**config.mk**
```make
export PLATFORM = sky130hd
export DESIGN_NAME = vend_txn_ctrl
export DESIGN_NICKNAME = d
export VERILOG_FILES = /design/src/rtl/vend_pkg.sv /design/src/rtl/vend_timer.sv /design/src/rtl/vend_txn_ctrl.sv
export SDC_FILE = /design/constraint.sdc
export NUM_CORES = 1
export LEC_CHECK = 0
export CAP_MARGIN = 20
export CORE_MARGIN = 1
export CORE_UTILIZATION = 50
export DETAILED_ROUTE_END_ITERATION = 10
export PLACE_DENSITY = 0.8
export SYNTH_ARGS = -nofsm -noshare
export SYNTH_HDL_FRONTEND = slang
export SYNTH_SLANG_ARGS = --single-unit
```
**constraint.sdc**
```tcl
create_clock -name clk -period 4.5 [get_ports clk]
set_input_delay 1.125 -clock clk [delete_from_list [all_inputs] [get_ports clk]]
set_output_delay 1.125 -clock clk [all_outputs]
set_load 0.01 [all_outputs]
```
**src/rtl/vend_pkg.sv**
```systemverilog
// Shared constants for the vending transaction sequencer: state codes, coin values and button bit map.
// Pure declarations; no timing or flow-control behaviour of its own.
package vend_pkg;

    localparam logic [2:0] ST_IDLE   = 3'd0;
    localparam logic [2:0] ST_PAY    = 3'd1;
    localparam logic [2:0] ST_DISP   = 3'd2;
    localparam logic [2:0] ST_CHANGE = 3'd3;
    localparam logic [2:0] ST_REFUND = 3'd4;

    localparam logic [4:0] COIN1  = 5'd1;
    localparam logic [4:0] COIN2  = 5'd2;
    localparam logic [4:0] COIN5  = 5'd5;
    localparam logic [4:0] COIN10 = 5'd10;

    localparam int BTN_C1  = 2;
    localparam int BTN_C2  = 4;
    localparam int BTN_C5  = 1;
    localparam int BTN_C10 = 0;
    localparam int BTN_OK  = 3;

    localparam int N_PROD = 4;

    // Zero means "no coin": either no coin bit or more than one coin bit was pressed.
    function automatic logic [4:0] coin_value(input logic [4:0] btn);
        logic [3:0] c;
        c = {btn[BTN_C10], btn[BTN_C5], btn[BTN_C2], btn[BTN_C1]};
        case (c)
            4'b0001: coin_value = COIN1;
            4'b0010: coin_value = COIN2;
            4'b0100: coin_value = COIN5;
            4'b1000: coin_value = COIN10;
            default: coin_value = 5'd0;
        endcase
    endfunction

endpackage

```
**src/rtl/vend_timer.sv**
```systemverilog
// Up-counter with synchronous clear/enable; expire is asserted combinationally while the count equals limit.
// Zero latency from count to expire; no backpressure, the owner decides when to clear.
module vend_timer #(
    parameter int W = 11
) (
    input  logic         clk,
    input  logic         rst,
    input  logic         clr,
    input  logic         en,
    input  logic [W-1:0] limit,
    output logic         expire
);

    logic [W-1:0] cnt_q;

    always_ff @(posedge clk or posedge rst) begin
        if (rst) begin
            cnt_q <= '0;
        end else if (clr) begin
            cnt_q <= '0;
        end else if (en) begin
            cnt_q <= cnt_q + 1'b1;
        end
    end

    assign expire = en && (cnt_q == limit);

endmodule

```
**src/rtl/vend_txn_ctrl.sv**
```systemverilog
// Vending transaction sequencer: select -> pay -> dispense -> change, one purchase in flight, owns stock.
// All outputs registered (1-cycle from input); change_vld holds until change_ack.
module vend_txn_ctrl
    import vend_pkg::*;
#(
    parameter int PRICE0      = 12,
    parameter int PRICE1      = 14,
    parameter int PRICE2      = 2,
    parameter int PRICE3      = 3,
    parameter int STOCK_INIT  = 2,
    parameter int TIMEOUT_CYC = 1000,
    parameter int DISP_CYC    = 4
) (
    input  logic        clk,
    input  logic        rst,
    input  logic [3:0]  sel,
    input  logic [4:0]  btn_edge,
    input  logic        change_ack,
    output logic [2:0]  state,
    output logic [1:0]  prod,
    output logic [4:0]  remain,
    output logic [4:0]  paid,
    output logic [4:0]  change,
    output logic        change_vld,
    output logic        dispense,
    output logic        sold_out,
    output logic [15:0] stock
);

    localparam int TMAX = (TIMEOUT_CYC > DISP_CYC) ? TIMEOUT_CYC : DISP_CYC;
    localparam int TW   = $clog2(TMAX) + 1;
    localparam logic [TW-1:0] T_PAY  = TW'(TIMEOUT_CYC - 1);
    localparam logic [TW-1:0] T_DISP = TW'(DISP_CYC - 1);

    function automatic logic [4:0] price_of(input logic [1:0] p);
        case (p)
            2'd0:    price_of = 5'(PRICE0);
            2'd1:    price_of = 5'(PRICE1);
            2'd2:    price_of = 5'(PRICE2);
            default: price_of = 5'(PRICE3);
        endcase
    endfunction

    logic [2:0] state_q, state_d;
    logic [1:0] prod_q, prod_d;
    logic [4:0] remain_q, remain_d;
    logic [4:0] paid_q, paid_d;
    logic [4:0] change_q, change_d;
    logic       change_vld_q, change_vld_d;
    logic       dispense_q, dispense_d;
    logic       sold_out_q, sold_out_d;
    logic [3:0] stock_q [N_PROD];
    logic [3:0] stock_d [N_PROD];

    logic       ok;
    logic [4:0] coin_v;
    logic       coin_hit;
    logic       sel_onehot;
    logic [1:0] sel_idx;
    logic [4:0] price;
    logic [4:0] sum;
    logic       tmr_clr;
    logic       tmr_en;
    logic       tmr_exp;
    logic [TW-1:0] tmr_limit;

    assign ok         = btn_edge[BTN_OK];
    assign coin_v     = coin_value(btn_edge);
    assign coin_hit   = (coin_v != 5'd0);
    assign sel_onehot = (sel != 4'd0) && ((sel & (sel - 4'd1)) == 4'd0);
    assign price      = price_of(prod_q);
    assign sum        = paid_q + coin_v;

    // sel[3] is product 0, so the index is the reversed bit position.
    always_comb begin
        case (sel)
            4'b1000: sel_idx = 2'd0;
            4'b0100: sel_idx = 2'd1;
            4'b0010: sel_idx = 2'd2;
            default: sel_idx = 2'd3;
        endcase
    end

    assign tmr_en    = (state_q == ST_PAY) || (state_q == ST_DISP);
    assign tmr_limit = (state_q == ST_DISP) ? T_DISP : T_PAY;

    vend_timer #(.W(TW)) u_timer (
        .clk    (clk),
        .rst    (rst),
        .clr    (tmr_clr),
        .en     (tmr_en),
        .limit  (tmr_limit),
        .expire (tmr_exp)
    );

    always_comb begin
        state_d    = state_q;
        prod_d     = prod_q;
        remain_d   = remain_q;
        paid_d     = paid_q;
        change_d   = change_q;
        sold_out_d = 1'b0;
        tmr_clr    = 1'b0;
        stock_d    = stock_q;

        case (state_q)
            ST_IDLE: begin
                if (ok && sel_onehot) begin
                    if (stock_q[sel_idx] != 4'd0) begin
                        prod_d   = sel_idx;
                        remain_d = price_of(sel_idx);
                        paid_d   = 5'd0;
                        state_d  = ST_PAY;
                    end else begin
                        sold_out_d = 1'b1;
                    end
                end
            end
            ST_PAY: begin
                // A valid coin in the same cycle as confirm takes priority.
                if (coin_hit) begin
                    tmr_clr = 1'b1;
                    paid_d  = sum;
                    if (sum >= price) begin
                        state_d          = ST_DISP;
                        remain_d         = 5'd0;
                        change_d         = sum - price;
                        stock_d[prod_q]  = stock_q[prod_q] - 4'd1;
                    end else begin
                        remain_d = price - sum;
                    end
                end else if (ok || tmr_exp) begin
                    state_d  = ST_REFUND;
                    change_d = paid_q;
                end
            end
            ST_DISP: begin
                if (tmr_exp) begin
                    if (change_q != 5'd0) begin
                        state_d = ST_CHANGE;
                    end else begin
                        state_d  = ST_IDLE;
                        paid_d   = 5'd0;
                        remain_d = 5'd0;
                    end
                end
            end
            ST_CHANGE, ST_REFUND: begin
                if (change_ack || (state_q == ST_REFUND && change_q == 5'd0)) begin
                    state_d  = ST_IDLE;
                    change_d = 5'd0;
                    paid_d   = 5'd0;
                    remain_d = 5'd0;
                end
            end
            default: begin
                state_d = ST_IDLE;
            end
        endcase

        if (state_d != state_q) begin
            tmr_clr = 1'b1;
        end
    end

    assign dispense_d   = (state_d == ST_DISP);
    assign change_vld_d = (state_d == ST_CHANGE) || ((state_d == ST_REFUND) && (change_d != 5'd0));

    always_ff @(posedge clk or posedge rst) begin
        if (rst) begin
            state_q      <= ST_IDLE;
            prod_q       <= 2'd0;
            remain_q     <= 5'd0;
            paid_q       <= 5'd0;
            change_q     <= 5'd0;
            change_vld_q <= 1'b0;
            dispense_q   <= 1'b0;
            sold_out_q   <= 1'b0;
            for (int i = 0; i < N_PROD; i++) begin
                stock_q[i] <= 4'(STOCK_INIT);
            end
        end else begin
            state_q      <= state_d;
            prod_q       <= prod_d;
            remain_q     <= remain_d;
            paid_q       <= paid_d;
            change_q     <= change_d;
            change_vld_q <= change_vld_d;
            dispense_q   <= dispense_d;
            sold_out_q   <= sold_out_d;
            for (int i = 0; i < N_PROD; i++) begin
                stock_q[i] <= stock_d[i];
            end
        end
    end

    assign state      = state_q;
    assign prod       = prod_q;
    assign remain     = remain_q;
    assign paid       = paid_q;
    assign change     = change_q;
    assign change_vld = change_vld_q;
    assign dispense   = dispense_q;
    assign sold_out   = sold_out_q;
    assign stock      = {stock_q[0], stock_q[1], stock_q[2], stock_q[3]};

endmodule

```
==> out/metrics.cfg, run 1 <==
[yosys]
yosysUniqueCellTypes=62
synthXorXnorAreaFrac=0.0684
synth.most_common_cell=dfrtp_1
yosysTopAreaCell=dfrtp_1
synth_top_cell_area_share=0.346
yosys.area_share.simple=0.201
netlist_instances=352
synth-seq-cells=50
synth_common_cells=dfrtp_1, nand2_1, nor2_1
avgSynthCellArea_um2=9.46
syn_area_um2=3330
synth_edf_count=0
syn-num-nets=379
yosys-top-cells-area=dfrtp_1, nand2_1, ha_1
synth_compound_area_frac=0.140
synth_top_family_by_area=simple AND/OR/NAND/NOR gates
synth_top_flop_cell=dfrtp_1
yosysSeqAreaShare=0.377
async_reset_ff_frac=1.00
ys_warn_count=0
synthAdderAreaFrac=0.0691
synthMuxAreaShare=0.0984

[timing]
skew_ns=0.00779
slew-limit-headroom=0.589
slew_violations=0
final-hold-violation-count=0
tns_ns=0
setup_viol=0
hold-worst-slack_ns=0.499
fmax_ghz=0.226
worst_pin_slew_ns=0.617
finalCriticalPeriod_ns=4.42
fin_crit_sh=0.982
finalWorstSetupSlack_ns=0.0791

[critical_path]
path_cells=buf_2 -> xnor2_2 -> nor3_1 -> ha_2 -> fa_2 -> ha_1 -> a21o_1 -> a31o_2 -> o211ai_1 -> a21oi_2 -> a222oi_1 -> or4b_1 -> o32a_1
crit_fanout=4
slowest_delay_ns=0.47
end_kind=register
path_buf_inv=1
crit_family=compound AO/OA/AOI/OAI gates
cp_data_arrival_time_ns=4.62
worstSetupStartpointType=primary input
cp.required_ns=4.70
cp_slowest_cell=or4b_1
worstSetupPathType=in -> reg

[clocking]
tritoncts=done
clk_latency_ns=0.31
path_clk_slew_ns=0.09
h-tree-depth=2
cts_buffers=5
root_buffer=clkbuf_8
cts_hold_buf=0
clock_path_buffers=2
cts.sinks=50

[cells_and_area]
final_nets=456
drive_gt1_frac=0.214
final_cells=507
syn_to_final_growth_pct=27.8
nFillCells=505
diodes=0
utilization=0.666

[die]
start_util=0.522
dieArea_um2=6990
die_w_um=83.6
boundaryPins=51
row_count=29
fp.dieH_um=83.6
core_area_um2=6390

[placed_design]
gp_congestion=0.900
hpwl_um=6010
dp_cells=491
port_buffers=50
pre_cts_ws_ns=-0.647

[outcome]
outcome=finished clean

[run]
maxCapViolCount=0

[route]
route.detailed.drc=0
antenna_left=0
routedWlPerCell_um=16.1
vias=2920
routed_wl_um=8160
first_pass_iters=5
drt_iter0_markers=171
vias_per_cell=5.76

[pwr]
p_int_mw=1.15
p_comb_frac=0.519
power.share.clock=0.150
ir_drop_uv=261
p_seq_frac=0.331
p_per_area_nw_per_um2=451
swShare=0.402
switchingPower_mw=0.772
p_leak_nw=1.92

[hold_path]
min_path_type=reg -> reg

[global_routing]
grt_pass1_vias=2826
antenna_found_initial=0
grt_max_degree=51
grt-ovfl-total=0
grtUsageTotal=0.240
grt_pass1_wl_um=13600

## final cells by class
class                           instances  area [um2]  area share
Multi-Input combinational cell        267        1970       0.464
Sequential cell                        50        1260       0.295
Timing Repair Buffer                   85         756       0.178
Tap cell                               77        96.3      0.0226
Clock buffer                            6        82.6      0.0194
Inverter                               20        75.1      0.0176
Clock inverter                          2        16.3     0.00382
## cell usage in the layout, fill, tap and decap left out, drive strengths merged, types with 4 or more instances in the layout
master | Yosys | layout
dfrtp | 46 | 46
clkdlybuf4s50 | 0 | 46
nand2 | 43 | 43
buf | 5 | 38
nor2 | 27 | 27
o21ai | 24 | 24
inv | 19 | 20
xnor2 | 16 | 16
mux2 | 14 | 14
a21oi | 12 | 12
ha | 12 | 12
xor2 | 10 | 10
nand3 | 9 | 9
a21o | 8 | 8
mux2i | 8 | 8
nor3 | 8 | 8
clkbuf | 10 | 7
nor4 | 7 | 7
o22ai | 6 | 6
nor4b | 5 | 5
mux4 | 4 | 4
dfstp | 4 | 4
or3 | 4 | 4
nand2b | 4 | 4
## sequential cells by signal, summed over array words and instances (netlist names)
signal and count:
paid 5, remain 5, u_timer.cnt_q 11, state 3, prod 2, change 5
stock 16, sold_out 1, change_vld 1, dispense 1
## metrics by stage
step | total power [mW] | instance area, um2
after floorplan | 1.24 | 3350
after global placement | 1.56 | 4070
after detailed placement | 1.60 | 4070
after CTS | 1.90 | 4210
after global routing | 2.05 | 4260
final | 1.92 | 4260
## routing by layer
layer,global-route usage,vias to the layer above,part of all wire
met5,0,-,0
met4,0.0817,0,0.023
met3,0.0415,21,0.059
met2,0.384,108,0.47
met1,0.331,1393,0.45
li1,-,1398,-
## logic make-up after synthesis
family	Yosys count
AND/OR/NAND/NOR	127
buffers and inverters	35
AO/OA/AOI/OAI	71
flip-flops	50
adder cells (fa/ha/maj)	17
XOR/XNOR	26
multiplexers	26
## final timing paths
path	start	end	slack [ns]	cells past startpoint
worst max register to register	paid[0]$_DFFE_PP0P_	change_vld$_DFF_PP0_	0.77	12
worst min register to register	remain[2]$_DFFE_PP0P_	remain[2]$_DFFE_PP0P_	0.50	1
max in group asynchronous	rst	stock[9]$_DFFE_PP1P_	2.76	3
min in group asynchronous	rst	u_timer.cnt_q[0]$_DFFE_PP0P_	1.15	2
worst max-delay path	btn_edge[2]	change_vld$_DFF_PP0_	0.08	13
worst min-delay path	remain[2]$_DFFE_PP0P_	remain[2]$_DFFE_PP0P_	0.50	1
## repair_timing
| item | CTS | global route |
|---|---|---|
| setup endpoints to repair | 1 | 1 |
| pin swaps | 10 | 6 |
| resized for setup | 15 | 7 |
| setup buffers | 4 | 3 |
## power groups by stage
| stage | Combinational [mW] | Sequential, mW | Clock (mW) |
|---|---|---|---|
| after floorplan | 0.617 | 0.622 | 0 |
| final | 0.995 | 0.635 | 0.288 |
| after CTS | 0.975 | 0.635 | 0.294 |
| after detailed placement | 0.956 | 0.640 | 0 |
| after global placement | 0.925 | 0.639 | 0 |
| after global routing | 1.08 | 0.649 | 0.315 |
(Power assumes the default switching activity.)
==> inputs of run 2 (changes only) <==
--- a/config.mk
+++ b/config.mk
@@ -9,7 +9,7 @@
 export CORE_MARGIN = 1
 export CORE_UTILIZATION = 50
 export DETAILED_ROUTE_END_ITERATION = 10
-export PLACE_DENSITY = 0.8
+export PLACE_DENSITY = 0.78
 export SYNTH_ARGS = -nofsm -noshare
 export SYNTH_HDL_FRONTEND = slang
 export SYNTH_SLANG_ARGS = --single-unit
==> run 2 against run 1 <==
Compared with the run above: fmax shrank 1.8%; routed wire length rose by 3.9%; non-clock buffer count rose by 11; register-to-register slack worse by 0.10 ns; sequential share of layout area is 0.97 points lower; clock skew is 0.00093 ns higher; hold slack improved by 0.0050 ns; critical path type unchanged; largest cell class unchanged; largest power group unchanged.
==> out/metrics.cfg, run 2 (synthesized netlist as in run 1, its figures left out) <==
[outcome]
outcome=finished clean

[clocking]
cts.sinks=50  ; unchanged
clk_latency_ns=0.33  ; +0.02 ns
cts_buffers=5  ; unchanged
tritoncts=done
clock_path_buffers=2  ; unchanged
h-tree-depth=2  ; unchanged
path_clk_slew_ns=0.11  ; +0.02 ns
root_buffer=clkbuf_8

[die]
boundaryPins=51  ; unchanged
row_count=29  ; unchanged
core_area_um2=6390  ; unchanged
die_w_um=83.6  ; unchanged
fp.dieH_um=83.6  ; unchanged
dieArea_um2=6990  ; unchanged
start_util=0.522  ; unchanged

[route]
antenna_left=0  ; unchanged
routedWlPerCell_um=16.4  ; +1.7%
first_pass_iters=5  ; unchanged
routed_wl_um=8480  ; +3.9%
drt_iter0_markers=249  ; +46%
vias=2981  ; +2.1%
vias_per_cell=5.75  ; about the same
route.detailed.drc=0  ; unchanged

[critical_path]
reg2reg_slack_ns=0.67  ; -0.10 ns
startpoint=btn_edge[4]
worstSetupEndpoint=change_vld$_DFF_PP0_
end_kind=register
worstSetupStartpointType=primary input
r2r_start=paid[0]$_DFFE_PP0P_
cp_data_arrival_time_ns=4.72  ; +0.10 ns
worstSetupPathType=in -> reg
r2r_end=change_vld$_DFF_PP0_
cp.required_ns=4.72  ; +0.02 ns
crit_fanout=7  ; +3
rr_worst_depth=12  ; unchanged

[timing]
hold-worst-slack_ns=0.504  ; +0.00500 ns
skew_ns=0.00872  ; +0.000933 ns
final-hold-violation-count=0  ; unchanged
slew-limit-headroom=0.573  ; -0.0159
finalWorstSetupSlack_ns=0.000284  ; -0.0788 ns
fin_crit_sh=1.00  ; +0.0175
setup_viol=0  ; unchanged
worst_pin_slew_ns=0.641  ; +0.0238 ns
finalCriticalPeriod_ns=4.50  ; +0.0788 ns
fmax_ghz=0.222  ; -1.8%
slew_violations=0  ; unchanged

[cells_and_area]
final_nets=467  ; +2.4%
largest_reg_flops=16  ; unchanged
syn_to_final_growth_pct=32.1
drive_gt1_frac=0.243  ; +0.0287
final_cell_mix=dfrtp_1, clkdlybuf4s50_1, buf_4, nand2_1, nor2_1
diodes=0  ; unchanged

[pwr]
swShare=0.405  ; +0.00223
p_int_mw=1.17  ; +2.1%
ir_drop_uv=263  ; +0.98%
switchingPower_mw=0.795  ; +3.0%
p_comb_frac=0.527  ; +0.008
power.share.clock=0.151  ; about the same
p_seq_frac=0.323  ; -0.008
p_per_area_nw_per_um2=447  ; -0.91%
p_leak_nw=1.99  ; +3.5%

[global_routing]
grt_max_degree=51  ; unchanged
grt-ovfl-total=0  ; unchanged
grt_pass1_vias=3000  ; +6.2%
antenna_found_initial=0  ; unchanged
grtUsageTotal=0.256  ; +0.0160
grt_pass1_wl_um=14300  ; +5.5%

[hold_path]
min_path_type=reg -> reg

[placed_design]
gp_congestion=0.905  ; +0.61%
port_buffers=50  ; unchanged
hpwl_um=6100  ; +1.5%
pre_cts_ws_ns=-0.672  ; -0.0245 ns

[run]
maxCapViolCount=0  ; unchanged

## run 2: cell types whose count changed in the layout (fill, tap and decap cells not counted), sizes merged
cell,delta
buf,+11
clkbuf,-1
clkinv,+1
clkinvlp,-1
inv,+1
## run 2: repair_timing
item / CTS / global route
pin swaps: 7 / 12
buffers inserted: 9 / 6
gates resized for setup: 10 / 24
cloned: 0 / 0
endpoints found under the setup margin: 10 / 1
hold buffers: 0 / 0
## run 2: final cells by class
class | count | area (um2)
clock inverter | 3 | 28.8
tap | 77 | 96.3
sequential | 50 | 1260
fill | 483 | 1990
clock buffer | 5 | 68.8
multi-input combinational | 267 | 2020
inverter | 20 | 75.1
timing repair buffer | 96 | 855
## run 2: worst min-delay path by stage
stage	from	endpoint	slack [ns]	depth (start not counted)
2_1_floorplan	stock[1]$_DFFE_PP1P_	stock[1]$_DFFE_PP1P_	0.50	2
3_3_place_gp	remain[4]$_DFFE_PP0P_	remain[4]$_DFFE_PP0P_	0.48	1
3_5_place_dp	remain[4]$_DFFE_PP0P_	remain[4]$_DFFE_PP0P_	0.48	1
4_1_cts	remain[2]$_DFFE_PP0P_	remain[2]$_DFFE_PP0P_	0.51	1
5_1_grt	remain[4]$_DFFE_PP0P_	remain[4]$_DFFE_PP0P_	0.53	1
6_report	remain[4]$_DFFE_PP0P_	remain[4]$_DFFE_PP0P_	0.50	1
## run 2: routing by layer
layer	vias to the layer above	routed length, um	global-route usage
met4	0	110	0.0770
met3	12	634	0.0584
met2	115	3970	0.408
met5	-	0	0
li1	1427	-	-
met1	1427	3760	0.350
## run 2: per-stage QoR
step                       util  std cells  area, um2  TNS, ns  total power, mW
after floorplan               -        352       3350   -0.166             1.24
after global placement    0.640        494       4090    -4.09             1.57
after detailed placement  0.640        494       4090    -5.77             1.59
after CTS                 0.669        511       4270        0             1.91
after global routing      0.689        518       4400   -0.115             2.10
final                     0.689        518       4400        0             1.97
## run 2: power groups by stage
stage / clock [mW] / sequential (mW) / combinational, mW
after detailed placement: 0 / 0.640 / 0.954
after CTS: 0.300 / 0.634 / 0.977
after global placement: 0 / 0.639 / 0.927
final: 0.296 / 0.634 / 1.04
after global routing: 0.321 / 0.648 / 1.13
after floorplan: 0 / 0.622 / 0.617
## run 2: critical path, cell delays in order
cell      delay (ns)
buf_2           0.18
xnor2_2         0.13
nor3_1          0.06
buf_4           0.14
fa_2            0.38
xnor2_2         0.18
inv_2           0.07
ha_4            0.24
a21o_1          0.18
a31o_4          0.21
o211ai_1        0.36
a21oi_2         0.11
a222oi_1        0.51
or4b_4          0.52
o32a_1          0.33
